[config.mk]
export PLATFORM = sky130hd
export DESIGN_NAME = rv_fetch_unit
export DESIGN_NICKNAME = d
export VERILOG_FILES = /design/src/rtl/rv_fetch_unit.sv
export SDC_FILE = /design/constraint.sdc
export NUM_CORES = 1
export LEC_CHECK = 0
export ABC_AREA = 1
export BUFFER_PORTS_ARGS = -buffer_cell sky130_fd_sc_hd__buf_2
export CORE_MARGIN = 2
export CORE_UTILIZATION = 50
export CTS_BUF_LIST = sky130_fd_sc_hd__clkbuf_4
export CTS_CLUSTER_SIZE = 10
export DETAILED_ROUTE_END_ITERATION = 8
export PLACE_DENSITY = 0.7
export SKIP_CTS_REPAIR_TIMING = 1
export SLEW_MARGIN = 20
export SYNTH_ARGS = -nofsm -noshare
export SYNTH_HDL_FRONTEND = slang
export SYNTH_SLANG_ARGS = --single-unit
export TNS_END_PERCENT = 100
[constraint.sdc]
create_clock -name clk -period 4.5 [get_ports clk]
set_input_delay 0.45 -clock clk [delete_from_list [all_inputs] [get_ports clk]]
set_output_delay 0.45 -clock clk [all_outputs]
set_load 0.01 [all_outputs]
[src/rtl/rv_fetch_unit.sv]
// rv_fetch_unit: decoupled RV32 instruction fetch with credit-limited requests,
// in-order response tracking, prefetch FIFO and redirect flush.
module rv_fetch_unit #(
    parameter int ADDR_WIDTH = 32,
    parameter int DATA_WIDTH = 32,
    parameter int FIFO_DEPTH = 4,
    parameter logic [ADDR_WIDTH-1:0] RESET_PC = '0
) (
    input  logic                  clk,
    input  logic                  rst_n,
    output logic                  imem_req_valid,
    input  logic                  imem_req_ready,
    output logic [ADDR_WIDTH-1:0] imem_req_addr,
    input  logic                  imem_rsp_valid,
    input  logic [DATA_WIDTH-1:0] imem_rsp_data,
    input  logic                  redirect_valid,
    input  logic [ADDR_WIDTH-1:0] redirect_pc,
    output logic                  inst_valid,
    input  logic                  inst_ready,
    output logic [DATA_WIDTH-1:0] inst_data,
    output logic [ADDR_WIDTH-1:0] inst_pc
);
    localparam int PW = $clog2(FIFO_DEPTH);
    localparam int CW = $clog2(FIFO_DEPTH + 1);

    logic [ADDR_WIDTH-1:0] fetch_pc_q, rsp_pc_q, target;
    logic [ADDR_WIDTH-1:0] pc_mem_q [FIFO_DEPTH];
    logic [DATA_WIDTH-1:0] dat_mem_q [FIFO_DEPTH];
    logic [PW-1:0] rd_q, wr_q;
    logic [CW-1:0] cnt_q, out_q, drop_q, cnt_d, out_d, drop_d;
    logic [CW:0] credit;
    logic fire, rsp_ok, push, pop;

    // Credits count FIFO slots already claimed by kept entries or kept in-flight responses
    assign credit = {1'b0, cnt_q} + {1'b0, out_q} - {1'b0, drop_q};
    assign imem_req_valid = rst_n && !redirect_valid && credit < (CW+1)'(FIFO_DEPTH);
    assign imem_req_addr = fetch_pc_q;
    assign target = {redirect_pc[ADDR_WIDTH-1:2], 2'b00};
    assign fire = imem_req_valid && imem_req_ready;
    assign rsp_ok = imem_rsp_valid && out_q != '0;
    assign push = rsp_ok && drop_q == '0 && !redirect_valid;
    assign pop = inst_valid && inst_ready && !redirect_valid;
    assign inst_valid = cnt_q != '0;
    assign inst_data = dat_mem_q[rd_q];
    assign inst_pc = pc_mem_q[rd_q];

    always_comb begin
        out_d = out_q + CW'(fire) - CW'(rsp_ok);
        drop_d = redirect_valid ? out_q - CW'(rsp_ok) : drop_q - CW'(rsp_ok && drop_q != '0);
        cnt_d = redirect_valid ? '0 : cnt_q + CW'(push) - CW'(pop);
    end

    always_ff @(posedge clk or negedge rst_n) begin
        if (!rst_n) begin
            fetch_pc_q <= RESET_PC;
            rsp_pc_q <= RESET_PC;
            rd_q <= '0;
            wr_q <= '0;
            cnt_q <= '0;
            out_q <= '0;
            drop_q <= '0;
            for (int i = 0; i < FIFO_DEPTH; i++) begin
                pc_mem_q[i] <= '0;
                dat_mem_q[i] <= '0;
            end
        end else begin
            cnt_q <= cnt_d;
            out_q <= out_d;
            drop_q <= drop_d;
            if (redirect_valid) begin
                fetch_pc_q <= target;
                rsp_pc_q <= target;
                rd_q <= '0;
                wr_q <= '0;
            end else begin
                if (fire) fetch_pc_q <= fetch_pc_q + ADDR_WIDTH'(4);
                if (pop) rd_q <= rd_q + PW'(1);
                if (push) begin
                    pc_mem_q[wr_q] <= rsp_pc_q;
                    dat_mem_q[wr_q] <= imem_rsp_data;
                    wr_q <= wr_q + PW'(1);
                    rsp_pc_q <= rsp_pc_q + ADDR_WIDTH'(4);
                end
            end
        end
    end
endmodule

==> summary.md <==
| Metric | Value |
|---|---|
| Status | `finished, final reports clean` |
| Post-synthesis compound-gate area fraction | `16.79%` |
| TritonCTS clock tree | `yes` |
| EDFF count, synth | `0` |
| Via density | `5.415` |
| WL per Instance | `15.50 um` |
| Core ar. | `30750 um^2` |
| Count of state elements after synthesis | `321` |
| Detailed-route via count | `14190` |
| Worst reg2reg startpoint | `cnt_q[1]` |
| Die ar. | `32860 um^2` |
| RSZ-0062 raised after global routing | `no` |
| Switching share of total power | `37.65%` |
| RePlAce Congestion | `0.8739` |
| Post-synthesis cell type count | `36` |
| # DRC | `0` |
| ANT nets after route | `0` |
| Initial antenna violation count | `1` |
| HPWL Detailed | `24.89 mm` |
| Simple logic cell fraction of the synthesized area | `22.30%` |
| Total CTS buffers | `87` |
| Max transition margin | `27.10%` |
| Net switching power | `3699 uW` |
| Category of the most critical setup path | `register to primary output` |
| Initial Util | `51.10%` |
| Most used DFF post-synth | `dfrtp_1` |
| Adder-Cell Fraction of Synth Area | `1.863%` |
| Root buffer cell | `clkbuf_4` |
| Sequential power share | `40.5%` |
| Mapped Avg Cell Area | `7.873 um^2` |
| Setup slack, reg-to-reg | `1.29 ns` |
| PD cells | `547.1 nW/um^2` |
| Internal | `6125 uW` |
| Yosys warns | `0` |
| Share of cells above drive strength 1 | `14.71%` |
| Ports | `168` |
| Gate Count Post-Synth | `1996` |
| Most frequent cells in the layout | `nand2_1, o21ai_0, dfrtp_1` |
| Gr ovfl total | `0` |
| CP endpoint kind | `primary output` |
| Hold Slack | `0.007306 ns` |
| Final min period | `3.430 ns` |
| All-Layer GR Usage | `24.85%` |
| Peak supply drop | `0.2896 mV` |
| Worst Reg-to-Reg Cells | `15` |
| Hold path depth | `3` |
| Vias in the first global route | `13270` |
| Largest net degree at the start of global routing | `195` |
| Setup Skew | `0.03935 ns` |
| Worst Path Required | `4.05 ns` |
| Port buffer count | `161` |
| Fmax | `0.2915 GHz` |
| Routed wire length | `40.60 mm` |
| Fin. max-slew vios | `0` |
| Min-Delay Path Class | `primary input to register` |
| Worst Path Arrival | `2.98 ns` |
| Worst-Skew Late Latency | `0.73 ns` |
| Die Ht | `181.3 um` |
| Cell breakdown of the critical path | `clkinv_2, buf_12, o21ai_0, o22ai_1, buf_2` |
| Clock Sinks | `321` |
| Max-cap violations | `0` |
| Hold Path End | `dat_mem_q[24]` |
| Async SR Flop Fraction | `100.0%` |
| Comb pwr share | `33.0%` |
| Worst-path clk slew | `0.06 ns` |
| Most common cell after layout, fill and taps aside | `nand2_1` |
| DR iter-0 viols | `1028` |
| Lkg Pwr | `0.009029 uW` |
| Largest family of logic cells by synthesized area | `simple AND/OR/NAND/NOR gates` |
| Final hold violation count | `0` |
| Setup_tns | `0 ns` |
| Final setup vio count | `0` |
| Final #Nets | `2255` |
| Initial DRT Pass Iterations | `6` |
| Max clock buf depth | `3` |
| First-pass GRT wire length | `66.81 mm` |
| FF-to-FF End | `out_q[2]` |
| # H-tree levels | `3` |
| Post-Synth XOR/XNOR Area | `0.8918%` |
| Sequential-to-total area share from yosys stat | `51.12%` |
| Critical path launch point type | `register` |
| Multiplexer share of the synthesized area | `0.1274%` |
| Slowest stage delay, CP | `0.68 ns` |
| Rows | `64` |
| Die width | `181.3 um` |
| Fin crit share | `76.23%` |
| Worst Tran Pin Value | `1.091 ns` |
| Area Growth Syn to Fin | `14.27%` |
| CP max FO | `92` |
| Hold Crit Start | `imem_rsp_data[24]` |
| CP max-delay cell | `dfrtp_4` |
| Clock power share | `26.4%` |
| Mapped Area | `15710 um^2` |
## layer usage
metal / share of wire (%) / global-route usage (%)
met1: 45 / 34.57
met2: 46 / 39.37
met3: 6.0 / 4.676
met4: 2.4 / 8.228
met5: 0 / 0
## worst max path at each step
stage          startpoint  cells past startpoint           to  slack [ns]
2_1_floorplan    cnt_q[1]                     16     out_q[2]        1.29
3_3_place_gp     cnt_q[1]                     15     out_q[2]        1.38
3_5_place_dp     cnt_q[1]                     15     out_q[2]        1.27
4_1_cts           rd_q[0]                      4  inst_pc[19]        1.04
5_1_grt           rd_q[0]                      5  inst_pc[14]        0.88
6_report          rd_q[0]                      5  inst_pc[19]        1.07
## per-stage QoR
step                      util (%)  instances  instance area [um^2]  setup slack (ns)  total power [uW]
after CTS                    57.65       2598                 17730             1.042              9896
after global routing         58.39       2620                 17960            0.8781             10560
after global placement       54.06       2450                 16620             1.381              7157
after floorplan                  -       1999                 15730             1.290              6023
final                        58.39       2620                 17960             1.070              9824
after detailed placement     54.06       2450                 16620             1.274              7255
## worst max-delay path: cells and delay by family, from the launching register on
family | cells | cell delay (ns)
buf+inv | 3 | 1.16
flops | 1 | 0.68
compound gates | 2 | 0.36
## kinds of logic (layout without fill, tap and decap cells)
logic type | Yosys count | in the layout
adder cells (fa/ha/maj) | 21 | 21
buffers and inverters | 257 | 481
AO/OA/AOI/OAI | 502 | 502
multiplexers | 2 | 2
other | 1 | 5
AND/OR/NAND/NOR | 876 | 876
XOR/XNOR | 16 | 16
flip-flops | 321 | 321
## final cells by class
cell class              count  area [um^2]
diodes                      1        2.502
flip-flops and latches    321         8038
clock buffers             129        968.4
multi-input cells        1421         6626
well taps                 396        495.5
repair buffers            197         1181
inverters                 136        511.7
fillers                  2914        12790
clock inverters            19        132.6
## synthesized netlist by cell type (3+ instances only)
cell | instances | area, um^2
buf_4 | 4 | 30.03
nand4_1 | 9 | 56.30
buf_1 | 9 | 33.78
nand2_1 | 538 | 2019
clkbuf_1 | 67 | 251.5
ha_1 | 17 | 212.7
o22ai_1 | 64 | 400.4
a21oi_1 | 18 | 90.09
nand3_1 | 95 | 475.5
nor3_1 | 9 | 45.04
xor2_1 | 12 | 105.1
nor2_1 | 212 | 795.8
o211ai_1 | 7 | 52.55
nand2_2 | 3 | 18.77
inv_1 | 132 | 495.5
dfrtp_1 | 321 | 8033
buf_6 | 8 | 90.09
fa_1 | 4 | 80.08
xnor2_1 | 4 | 35.03
and2_1 | 3 | 18.77
o21ai_0 | 339 | 1697
o21ai_1 | 64 | 320.3
buf_2 | 33 | 165.2
o21bai_1 | 4 | 30.03
## power groups by stage
stage               Clock [uW]  Combinational (uW)  Sequential, uW
floorplan                    0                2120            3900
CTS                       2670                3250            3970
detailed placement           0                3240            4010
global route              2830                3670            4060
global placement             0                3160            3990
finish                    2600                3250            3980
## state kept, by name, summed over array words and instances (netlist names)
register / flops
cnt_q: 3
out_q: 3
imem_req_addr: 30
drop_q: 3
wr_q: 2
dat_mem_q: 128
rsp_pc_q: 30
pc_mem_q: 120
rd_q: 2
Note: power is estimated with default switching activity, not from simulation.
